<file path="src/rtl/tiny_ether_pkg.sv">
// tiny_ether_pkg: shared state encoding, widths and default timing for the frame TX arbiter.
package tiny_ether_pkg;
   localparam int OCTET_W           = 8;
   localparam int WORD_W            = 9;
   localparam int IFG_CYCLES_DEF    = 48;
   localparam int MAX_FRAME_LEN_DEF = 1536;
   typedef enum logic [1:0] {ST_IDLE, ST_XFER, ST_DRAIN, ST_GAP} state_e;
endpackage

</file>
<file path="src/rtl/my_bin2gray.sv">
// my_bin2gray: combinational binary to reflected-gray converter.
module my_bin2gray #(
   parameter int WIDTH = 16
) (
   input  logic [WIDTH-1:0] bin_i,
   output logic [WIDTH-1:0] gray_o
);
   assign gray_o = bin_i ^ (bin_i >> 1);
endmodule

</file>
<file path="src/rtl/frame_tx_arbiter.sv">
// frame_tx_arbiter: arbitrates two FWFT frame FIFOs onto one TX MAC stream with IFG and length abort.
// ARB_STRICT_PRIO_EN selects strict src0 priority; the default build uses round-robin.
module frame_tx_arbiter
   import tiny_ether_pkg::*;
#(
   parameter int IFG_CYCLES    = IFG_CYCLES_DEF,
   parameter int MAX_FRAME_LEN = MAX_FRAME_LEN_DEF
) (
   input  logic               REF_CLK,
   input  logic               arst_n,
   input  logic               src0_empty,
   input  logic [WORD_W-1:0]  src0_dout,
   output logic               src0_rden,
   input  logic               src1_empty,
   input  logic [WORD_W-1:0]  src1_dout,
   output logic               src1_rden,
   output logic [OCTET_W-1:0] tx_data,
   output logic               tx_valid,
   output logic               tx_last,
   output logic               tx_abort,
   input  logic               tx_ready,
   output logic               grant,
   output logic               busy,
   output logic [15:0]        frame_count_gray,
   output logic [15:0]        abort_count_gray
);
   localparam int OW = $clog2(MAX_FRAME_LEN + 1);
   localparam int GW = $clog2(IFG_CYCLES + 1);
   localparam logic [OW-1:0] OCT_LAST = OW'(MAX_FRAME_LEN - 1);
   localparam logic [GW-1:0] IFG_LOAD = GW'(IFG_CYCLES - 1);

   state_e              state_q, state_d;
   logic                grant_q, grant_d;
   logic [OCTET_W-1:0]  data_q, data_d;
   logic                valid_q, valid_d, last_q, last_d, abort_q, abort_d;
   logic [OW-1:0]       oct_q, oct_d;
   logic [GW-1:0]       ifg_q, ifg_d;
   logic [15:0]         frames_q, frames_d, aborts_q, aborts_d;
   logic [WORD_W-1:0]   sel_dout;
   logic                sel_empty, sel_eod, pick, pop, accept, at_max;

   assign sel_empty = grant_q ? src1_empty : src0_empty;
   assign sel_dout  = grant_q ? src1_dout : src0_dout;
   assign sel_eod   = sel_dout[WORD_W-1];
   assign accept    = valid_q & tx_ready;
   assign at_max    = oct_q == OCT_LAST;
`ifdef ARB_STRICT_PRIO_EN
   assign pick = src0_empty;
`else
   assign pick = (src0_empty | src1_empty) ? src0_empty : ~grant_q;
`endif

   always_comb begin
      state_d  = state_q;
      grant_d  = grant_q;
      data_d   = data_q;
      valid_d  = valid_q;
      last_d   = last_q;
      abort_d  = abort_q;
      oct_d    = oct_q;
      ifg_d    = ifg_q;
      frames_d = frames_q;
      aborts_d = aborts_q;
      pop      = 1'b0;
      case (state_q)
         ST_IDLE: begin
            if (!(src0_empty && src1_empty)) begin
               grant_d = pick;
               oct_d   = '0;
               state_d = ST_XFER;
            end
         end
         ST_XFER: begin
            // once the closing octet sits in the register, nothing more is popped
            pop = (~valid_q | tx_ready) & ~last_q & ~sel_empty;
            if (accept) begin
               valid_d = 1'b0;
               last_d  = 1'b0;
               abort_d = 1'b0;
            end
            if (pop) begin
               oct_d   = oct_q + 1'b1;
               data_d  = sel_dout[OCTET_W-1:0];
               valid_d = 1'b1;
               last_d  = sel_eod | at_max;
               abort_d = ~sel_eod & at_max;
            end
            if (accept && last_q) begin
               if (abort_q) begin
                  aborts_d = aborts_q + 16'd1;
                  state_d  = ST_DRAIN;
               end else begin
                  frames_d = frames_q + 16'd1;
                  ifg_d    = IFG_LOAD;
                  state_d  = ST_GAP;
               end
            end
         end
         ST_DRAIN: begin
            pop = ~sel_empty;
            if (pop && sel_eod) begin
               ifg_d   = IFG_LOAD;
               state_d = ST_GAP;
            end
         end
         ST_GAP: begin
            if (ifg_q == '0) state_d = ST_IDLE;
            else ifg_d = ifg_q - 1'b1;
         end
         default: state_d = ST_IDLE;
      endcase
   end

   always_ff @(posedge REF_CLK or negedge arst_n) begin
      if (!arst_n) begin
         state_q  <= ST_IDLE;
         grant_q  <= 1'b0;
         data_q   <= '0;
         valid_q  <= 1'b0;
         last_q   <= 1'b0;
         abort_q  <= 1'b0;
         oct_q    <= '0;
         ifg_q    <= '0;
         frames_q <= '0;
         aborts_q <= '0;
      end else begin
         state_q  <= state_d;
         grant_q  <= grant_d;
         data_q   <= data_d;
         valid_q  <= valid_d;
         last_q   <= last_d;
         abort_q  <= abort_d;
         oct_q    <= oct_d;
         ifg_q    <= ifg_d;
         frames_q <= frames_d;
         aborts_q <= aborts_d;
      end
   end

   assign src0_rden = pop & ~grant_q;
   assign src1_rden = pop & grant_q;
   assign tx_data   = data_q;
   assign tx_valid  = valid_q;
   assign tx_last   = last_q;
   assign tx_abort  = abort_q;
   assign grant     = grant_q;
   assign busy      = state_q != ST_IDLE;

   my_bin2gray #(.WIDTH(16)) u_frame_gray (.bin_i(frames_q), .gray_o(frame_count_gray));
   my_bin2gray #(.WIDTH(16)) u_abort_gray (.bin_i(aborts_q), .gray_o(abort_count_gray));
endmodule
</file>
<file path="config.mk">
export PLATFORM = sky130hd
export DESIGN_NAME = frame_tx_arbiter
export DESIGN_NICKNAME = d
export VERILOG_FILES = /design/src/rtl/tiny_ether_pkg.sv /design/src/rtl/my_bin2gray.sv /design/src/rtl/frame_tx_arbiter.sv
export SDC_FILE = /design/constraint.sdc
export NUM_CORES = 1
export LEC_CHECK = 0
export CAP_MARGIN = 20
export CORE_ASPECT_RATIO = 1.2
export CORE_MARGIN = 2
export CORE_UTILIZATION = 52
export CTS_CLUSTER_DIAMETER = 200
export CTS_CLUSTER_SIZE = 16
export DETAILED_ROUTE_END_ITERATION = 16
export MAX_ROUTING_LAYER = met4
export PLACE_DENSITY = 0.84
export SKIP_CTS_REPAIR_TIMING = 1
export SYNTH_ARGS = -nofsm -noshare
export SYNTH_HDL_FRONTEND = slang
export SYNTH_SLANG_ARGS = --single-unit
</file>
<file path="constraint.sdc">
create_clock -name REF_CLK -period 2.4 [get_ports REF_CLK]
set_input_delay 0.48 -clock REF_CLK [delete_from_list [all_inputs] [get_ports REF_CLK]]
set_output_delay 0.48 -clock REF_CLK [all_outputs]
set_load 0.01 [all_outputs]
</file>
=== After elaboration in Yosys (flattened, before gate mapping) ===
Index checks and enable logic that the tools add are counted.

* Register bits: 63
* Input port bits: 23
* Output and inout bits: 47
* Logic and storage cells: 82

* Add/subtract/negate cells: 4
* Equal/unequal tests: 11
* Multiplexer cells: 22
* Bitwise operators: 18
* Reductions and logical operators: 17

{| class="wikitable"
|+ Operators by type and width
! operator !! count
|-
| adder 16 x 1 -> 16 bit (second input constant) || 2
|-
| bitwise XOR 16 x 15 -> 16 bit || 2
|-
| two-way mux 6 bit || 4
|-
| two-way mux 11 bit || 2
|-
| one-hot mux 11 bit (2 select lines) || 1
|-
| one-hot mux 6 bit (3 select lines) || 1
|-
| inequality test 2 bit (second input constant) || 7
|-
| adder 11 x 1 -> 11 bit (second input constant) || 1
|-
| == test 11 bit (second input constant) || 1
|-
| two-way mux 9 bit || 1
|-
| AND reduction 3 bit || 3
|-
| two-way mux 2 bit || 4
|-
| one-hot mux 2 bit (4 select lines) || 1
|-
| two-way mux 1 bit || 7
|-
| NOT 1 bit || 7
|-
| bitwise AND 1 bit || 6
|-
| logical NOT 6 bit || 1
|-
| AND reduction 2 bit || 3
|-
| nonzero test 2 bit || 3
|-
| subtractor 6 x 1 -> 6 bit (second input constant) || 1
|-
| AND reduction 5 bit || 1
|-
| == test 2 bit (second input constant) || 2
|-
| AND reduction 4 bit || 1
|-
| logical AND 1 bit || 3
|-
| 5 further kinds || 7
|}

=== Longest topological paths before layout ===
Gate-level depths: netlist of the first run.

* Depth after elaboration: 6
* Depth in mapped cells: 7
* Depth with buffers taken out: 6

=== Hierarchy ===
Synthesis of the first run repeated with hierarchy kept, for this count alone.

* Cell total of the unflattened synthesis: 335
* Area total of the unflattened synthesis: 3559.7 um^2

{| class="wikitable"
|+ By module, submodules not included
! module !! times used !! cells an instance !! area an instance (um^2) !! seq. area each (um^2)
|-
| frame_tx_arbiter || 1 || 303 || 3281.9 || 1576.5
|-
| my_bin2gray || 2 || 16 || 138.9 || 0.0
|}

=== Worst setup path after synthesis of the first run ===
Ideal clock, no wire load.

* Path kind: register to register
* Start: reg state_q[1]
* End: reg aborts_q[15]
* Library setup time: 0.123 ns
* Arrival time: 1.895 ns
* Required time: 2.277 ns
* Setup slack: 0.382 ns
* Cell stages (with the launch flop): 8
* Buffers on the path: 1
* Period minus slack after synthesis: 2.018 ns
* Cell sequence: dfrtp_1 inv_1 ha_1 clkbuf_1 nand2_1 nor4_2 nand4_1 xnor2_1

* Cells in the longest elaborated chain, start to end: 2

{| class="wikitable"
|+ Ends and longest elaborated chain
! what !! line !! RTL
|-
| start, declared || frame_tx_arbiter.sv:32 || <nowiki>state_e state_q, state_d;</nowiki>
|-
| start signal, assigned || frame_tx_arbiter.sv:127 || <nowiki>state_q <= state_d;</nowiki>
|-
| == test 2 x 1 -> 1 bit || frame_tx_arbiter.sv:65 || <nowiki>case (state_q)</nowiki>
|-
| AND reduction 3 bit (no source line) || -- ||
|-
| end signal, assigned || frame_tx_arbiter.sv:136 || <nowiki>aborts_q <= aborts_d;</nowiki>
|-
| end, declared || frame_tx_arbiter.sv:38 || <nowiki>logic [15:0] frames_q, frames_d, aborts_q, aborts_d;</nowiki>
|}

Every way passes these cells.
A chain may end at the register's enable or synchronous reset.

=== Worst setup path in the final report of the first run ===
* Start: reg state_q[0]
* End: out busy

* Cells in the longest elaborated chain, start to end: 1

{| class="wikitable"
|+ Ends and longest elaborated chain
! what !! line !! RTL
|-
| nonzero test 2 bit || frame_tx_arbiter.sv:147 || <nowiki>assign busy = state_q != ST_IDLE;</nowiki>
|-
| end, declared || frame_tx_arbiter.sv:23 || <nowiki>output logic busy,</nowiki>
|}

Every way passes these cells.

==> impl_metrics.toml, run 1 <==
[power_and_ir_drop]
switching_share_pct = 33.3
ir_drop_uv = 699
switchingPower_uw = 1360
power.internal_uw = 2730
power_density_nw_per_um2 = 882
leakagePower_uw = 0.00228
p_comb_share_pct = 37.8
power_uw = 4090
clkPwrFrac_pct = 27.6
power_frac_seq_pct = 34.6

[synthesis]
synth-seq-area-share_pct = 45.0
syn_nets = 385
ys_ff_latch = 63
ys_warn_count = 0
synth_cell_type_count = 45
syn_inst = 326
syn-mean-instance-area_um2 = 10.7
ys_async_sr_fraction_pct = 100
synth_top_flop_cell = "dfrtp_1"
post_synth_instance_area_um2 = 3500
synth-edff-count = 0

[place]
place_congestion = 0.858
hpwlAfterDp_um = 5580
place_ws_ns = -0.135
port_buffers = 69

[cells_and_area]
seqCellArea_um2 = 1580
area_delta_synth_final_pct = 32.3
final_layout_size_suffix_gt1_share_pct = 11.0
nNetsFinal = 471
nFillCells = 461
final_cell_mix = "clkdlybuf4s50_1, dfrtp_1, ha_1, nand2_1, xnor2_1"
utilization_pct = 71.4
multi_input_area_um2 = 1830
diodes = 0
layout_commonest_cell = "clkdlybuf4s50_1"

[die]
start_util_pct = 54.0
die_w_um = 78.9
io-pin-count = 70
die_h_um = 93.9
dieArea_um2 = 7410
rows = 32
fp.coreArea_um2 = 6490

[flow_run]
maxCapViolations = 0

[clocking]
cts_sinks = 63
clock_path_buffers = 2
cts.reportedPaths.clkPinSlew_ns = 0.07
cts_buffers = 9
ctsRootBufferMaster = "clkbuf_8"
clock_latency_ns = 0.34
cts_htree_levels = 3
cts_tree = "yes"

[sta]
finalHoldViolCount = 0
fin_worst_skew_ns = 0.00824
rsz0062_at_grt = "no"
period_needed_ns = 2.33
slew-limit-headroom_pct = 54.6
fin_ws_ns = 0.0668
fin_crit_sh_pct = 97.2
fmax_mhz = 429
maxSlewViolCount = 0
setup_viol = 0
setup_tns_ns = 0
worst_pin_slew_ns = 0.677

[global_route]
grt_pass1_vias = 2754
grt_util_all_layers_pct = 22.8
grt_max_degree = 64
grt_first_pass_wirelength_um = 12800
grt_overflow = 0
antenna_found_initial = 0

[route]
ant_nets = 0
vias = 2795
wl_per_cell_um = 15.4
drt_pass1_iterations = 4
drt_iter0_markers = 168
viasPerCell = 5.57
wl_um = 7740
drc_errors = 0

[setup_path]
start_kind = "register"
cp-end-kind = "output pin"
crit_type = "register to output pin"
arrival_ns = 1.85
cp_max_fo = 4
timing.rr.start = "state_q[0]$_DFFE_PN0P_"
startpoint = "state_q[0]$_DFFE_PN0P_"
crit_required_ns = 1.92

[hold_path]
hp-class = "input port to asynchronous set/reset pin"

[run_status]
outcome = "finished, final reports clean"
synth_stat cells, types with 7 or more instances:
master	instances	area share (%)
mux2i_1	9	2.6
nor3_1	7	1.0
a31oi_1	14	2.5
nand2_1	31	3.3
a21oi_1	9	1.3
xnor2_1	20	5.0
xor2_1	12	3.0
nand3_1	10	1.4
o21ai_0	14	2.0
clkbuf_1	8	0.86
nand4_1	10	1.8
and3_1	7	1.3
inv_1	10	1.1
dfrtp_1	63	45
ha_1	36	13
nor2_1	8	0.86
registers in the layout, summed over array words and instances, names as in the netlist:
register / flops
ifg_q: 6
grant: 1
frames_q: 16
oct_q: 11
state_q: 2
tx_valid: 1
tx_last: 1
aborts_q: 16
tx_abort: 1
tx_data: 8
power groups by stage:
| stage | clock network [uW] | logic [uW] | registers [uW] |
|---|---|---|---|
| 2_1_floorplan | 0 | 883 | 1420 |
| 3_3_place_gp | 0 | 1500 | 1410 |
| 3_5_place_dp | 0 | 1540 | 1430 |
| 4_1_cts | 1150 | 1550 | 1410 |
| 5_1_grt | 1190 | 1690 | 1440 |
| 6_report | 1130 | 1540 | 1410 |
metal layers:
metal | routed length, um | vias up | global-route usage, % | share of wire [%]
li1 | - | 1356 | - | -
met1 | 3370 | 1352 | 27.1 | 44
met2 | 3890 | 74 | 38.0 | 50
met3 | 316 | 13 | 4.13 | 4.1
met4 | 164 | 0 | 10.3 | 2.1
met5 | 0 | - | - | 0
final timing paths:
path | end | slack [ns] | cells after the start
worst max-delay path | busy | 0.07 | 4
worst min-delay path | frames_q[11]$_DFFE_PN0P_ | 0.14 | 2
worst max register to register | ifg_q[2]$_DFFE_PN0P_ | 0.31 | 6
worst min register to register | tx_data[7]$_DFFE_PN0P_ | 0.48 | 2
max in group asynchronous | tx_data[0]$_DFFE_PN0P_ | 1.98 | 2
min in group REF_CLK | tx_data[7]$_DFFE_PN0P_ | 0.48 | 2
worst max-delay path, cell delays in order (launching register included):
cell and delay (ns):
dfrtp_1 0.44, inv_1 0.13, ha_1 0.25, inv_1 0.14, clkdlybuf4s50_1 0.56
cells by family (layout without fill, tap and decap cells):
kind of cell,after synthesis,in the layout,synth area share (%)
AND/OR/NAND/NOR,100,100,15.6
buffers and inverters,22,113,2.79
flip-flops,63,63,45.0
AO/OA/AOI/OAI,59,59,11.5
multiplexers,14,14,4.18
adder cells (fa/ha/maj),36,36,12.9
XOR/XNOR,32,32,8.01
layout make-up:
type                            count  area share, %
Multi-Input combinational cell    241           39.4
Sequential cell                    63           34.0
Timing Repair Buffer               87           18.1
Clock buffer                       10           2.97
Clock inverter                      6           2.32
Tap cell                           85           2.30
Inverter                           10          0.811
per-stage QoR:
step,std cells,area [um^2],hold WS (ns)
2_1_floorplan,326,3500,0.184
3_3_place_gp,486,4380,0.463
3_5_place_dp,486,4380,0.474
4_1_cts,502,4630,0.153
5_1_grt,502,4630,0.176
6_report,502,4630,0.144
Note: power is estimated with default switching activity, not from simulation.
==> run 2, diff against run 1 <==
--- a/config.mk
+++ b/config.mk
@@ -15,6 +15,8 @@
 export MAX_ROUTING_LAYER = met4
 export PLACE_DENSITY = 0.84
 export SKIP_CTS_REPAIR_TIMING = 1
+export SLEW_MARGIN = 20
 export SYNTH_ARGS = -nofsm -noshare
 export SYNTH_HDL_FRONTEND = slang
+export SYNTH_HIERARCHICAL = 1
 export SYNTH_SLANG_ARGS = --single-unit
==> impl_metrics.toml, run 2 <==
[route]
viasPerCell = 5.55
top_layer = "met4"
wl_per_cell_um = 14.1
drc_errors = 0
vias = 2844
dr_wl_met2_um = 3660
m1WireLength_um = 3120
drt_pass1_iterations = 4
ant_nets = 0
dr_wl_met3_um = 369
drt_iter0_markers = 99
wl_um = 7230

[cells_and_area]
top_regs = "aborts_q (16), frames_q (16), oct_q (11)"
utilization_pct = 68.4
area_delta_synth_final_pct = 29.4
final_layout_size_suffix_gt1_share_pct = 11.8
diodes = 0
layout_commonest_cell = "clkdlybuf4s50_1"
final_cell_mix = "clkdlybuf4s50_1, dfrtp_1, xor2_1, nand2_1, xnor2_1"
nNetsFinal = 453
finalInstanceArea_um2 = 4610

[setup_path]
cpPeakStageDelay_ns = 0.55
worst-path-buf-inv = 3
cp_max_fo = 5
cp-end-kind = "output pin"
crit_slowest_cell = "clkdlybuf4s50_1"
crit_required_ns = 1.92
cpMostUsedCell = "inv_1"
start_kind = "register"
crit_chain = "inv_1, ha_1, inv_1, clkdlybuf4s50_1"
arrival_ns = 1.71
cp_top_family = "buffers and inverters"
crit_type = "register to output pin"

[synthesis]
yosysMostFrequentCell = "dfrtp_1"
ys_async_sr_fraction_pct = 100
synth_top_flop_cell = "dfrtp_1"
synth_commonest_cells = "dfrtp_1, xor2_1, nand2_1"
synth_cell_type_count = 49
syn-mean-instance-area_um2 = 10.6
synth_top_area_cell = "dfrtp_1"
synth_top_cell_area_share_pct = 44.3
ys_warn_count = 6
syn_nets = 368
post_synth_instance_area_um2 = 3560
synth-edff-count = 0
ys_ff_latch = 63
ys_top_cells_by_area = "dfrtp_1, xor2_1, xnor2_1"
syn_inst = 335
synth-seq-area-share_pct = 44.3

[die]
die_w_um = 79.5
rows = 33
fp.coreArea_um2 = 6730
die_h_um = 94.6
start_util_pct = 52.9
io-pin-count = 70
dieArea_um2 = 7530

[sta]
setup_viol = 0
fin_ws_ns = 0.206
maxSlewViolCount = 0
fin_crit_sh_pct = 91.4
finalHoldViolCount = 0
rsz0062_at_grt = "no"
slew-limit-headroom_pct = 72.5
worst_pin_slew_ns = 0.409
period_needed_ns = 2.19
fin_worst_skew_ns = 0.00958
fmax_mhz = 456

[power_and_ir_drop]
ir_drop_uv = 723
power_density_nw_per_um2 = 860
leakagePower_uw = 0.00217

[clocking]
cts_htree_levels = 3
cts.reportedPaths.clkPinSlew_ns = 0.07
ctsRootBufferMaster = "clkbuf_8"
cts_sinks = 63
cts_buffers = 9
clock_latency_ns = 0.33
cts_tree = "yes"
clock_path_buffers = 2

[global_route]
grt_pass1_vias = 2846
antenna_found_initial = 0
grt_max_degree = 64
grt_overflow = 0
grt_first_pass_wirelength_um = 12500
grt_util_all_layers_pct = 21.6

[hold_path]
hp-class = "input port to asynchronous set/reset pin"

[place]
place_congestion = 0.875
dpl_cell_area_um2 = 4420
port_buffers = 69
hpwlAfterDp_um = 5380
place_ws_ns = -0.175

[flow_run]
maxCapViolations = 0

[run_status]
outcome = "finished, final reports clean"
run 2: changes by cell type in the layout (fill, tap and decap cells not counted), sizes merged, moves of 4 or more:
cell,delta
nand3,+10
a22o,+4
xor2,+25
mux2i,+5
a31oi,-14
buf,-4
a21oi,-4
ha,-26
run 2: worst reg2reg max path: stages, from the launching register on:
cell and delay (ns):
dfrtp_1 0.37, inv_1 0.10, ha_1 0.17, buf_4 0.20, nand4_4 0.22, nor4_2 0.50
nand3_1 0.16, xnor2_1 0.15
run 2: power breakdown:
part | internal, uW | leakage (uW) | switching [uW] | total, uW
combinational | 829 | 0.00125 | 824 | 1650
sequential | 1250 | 0.000820 | 178 | 1430
clock | 476 | 0.0000960 | 407 | 883
run 2: cell type report:
class                      count  area (um^2)
timing repair buffer          83          801
inverter                      13         48.8
tap                           87          109
multi-input combinational    250         1880
clock inverter                 6         61.3
fill                         509         2120
sequential                    63         1580
clock buffer                  10          128
run 2: path summary, 6_finish.rpt:
check / from / endpoint / slack, ns / cells after the start
max in group asynchronous: arst_n / oct_q[7]$_DFFE_PN0P_ / 1.97 / 2
worst min-delay path: arst_n / frames_q[10]$_DFFE_PN0P_ / 0.15 / 2
worst min register to register: tx_data[2]$_DFFE_PN0P_ / tx_data[2]$_DFFE_PN0P_ / 0.48 / 2
min in group REF_CLK: tx_data[2]$_DFFE_PN0P_ / tx_data[2]$_DFFE_PN0P_ / 0.48 / 2
worst max-delay path: state_q[0]$_DFFE_PN0P_ / busy / 0.21 / 4
worst max register to register: state_q[1]$_DFFE_PN0P_ / frames_q[15]$_DFFE_PN0P_ / 0.42 / 7
run 2: kinds of logic (layout without fill, tap and decap cells):
family	count (synthesis)	in the layout	synth area share, %
multiplexers	21	21	6.61
XOR/XNOR	60	60	14.8
AO/OA/AOI/OAI	46	46	8.93
buffers and inverters	22	112	2.85
AND/OR/NAND/NOR	113	113	19.1
flip-flops	63	63	44.3
adder cells (fa/ha/maj)	10	10	3.51
run 2: per-layer routing:
| layer | global-route usage [%] | vias to the layer above |
|---|---|---|
| met4 | 7.47 | 0 |
| li1 | - | 1359 |
| met5 | - | - |
| met1 | 25.7 | 1376 |
| met2 | 36.1 | 98 |
| met3 | 4.97 | 11 |
run 2: metrics by stage:
step | std cells | TNS (ns) | hold WS [ns] | power, uW
2_1_floorplan | 335 | 0 | 0.184 | 2410
3_3_place_gp | 496 | -0.134 | 0.454 | 3030
3_5_place_dp | 496 | -0.248 | 0.472 | 3090
4_1_cts | 512 | -0.390 | 0.152 | 4000
5_1_grt | 512 | 0 | 0.160 | 4230
6_report | 512 | 0 | 0.145 | 3960
==> run 3, diff against run 2 <==
--- a/config.mk
+++ b/config.mk
@@ -9,7 +9,7 @@
 export CORE_ASPECT_RATIO = 1.2
 export CORE_MARGIN = 2
 export CORE_UTILIZATION = 52
-export CTS_CLUSTER_DIAMETER = 200
+export CTS_CLUSTER_DIAMETER = 30
 export CTS_CLUSTER_SIZE = 16
 export DETAILED_ROUTE_END_ITERATION = 16
 export MAX_ROUTING_LAYER = met4
==> results of run 3 <==
The final DEF is identical to that of run 2; final timing and power are the same.
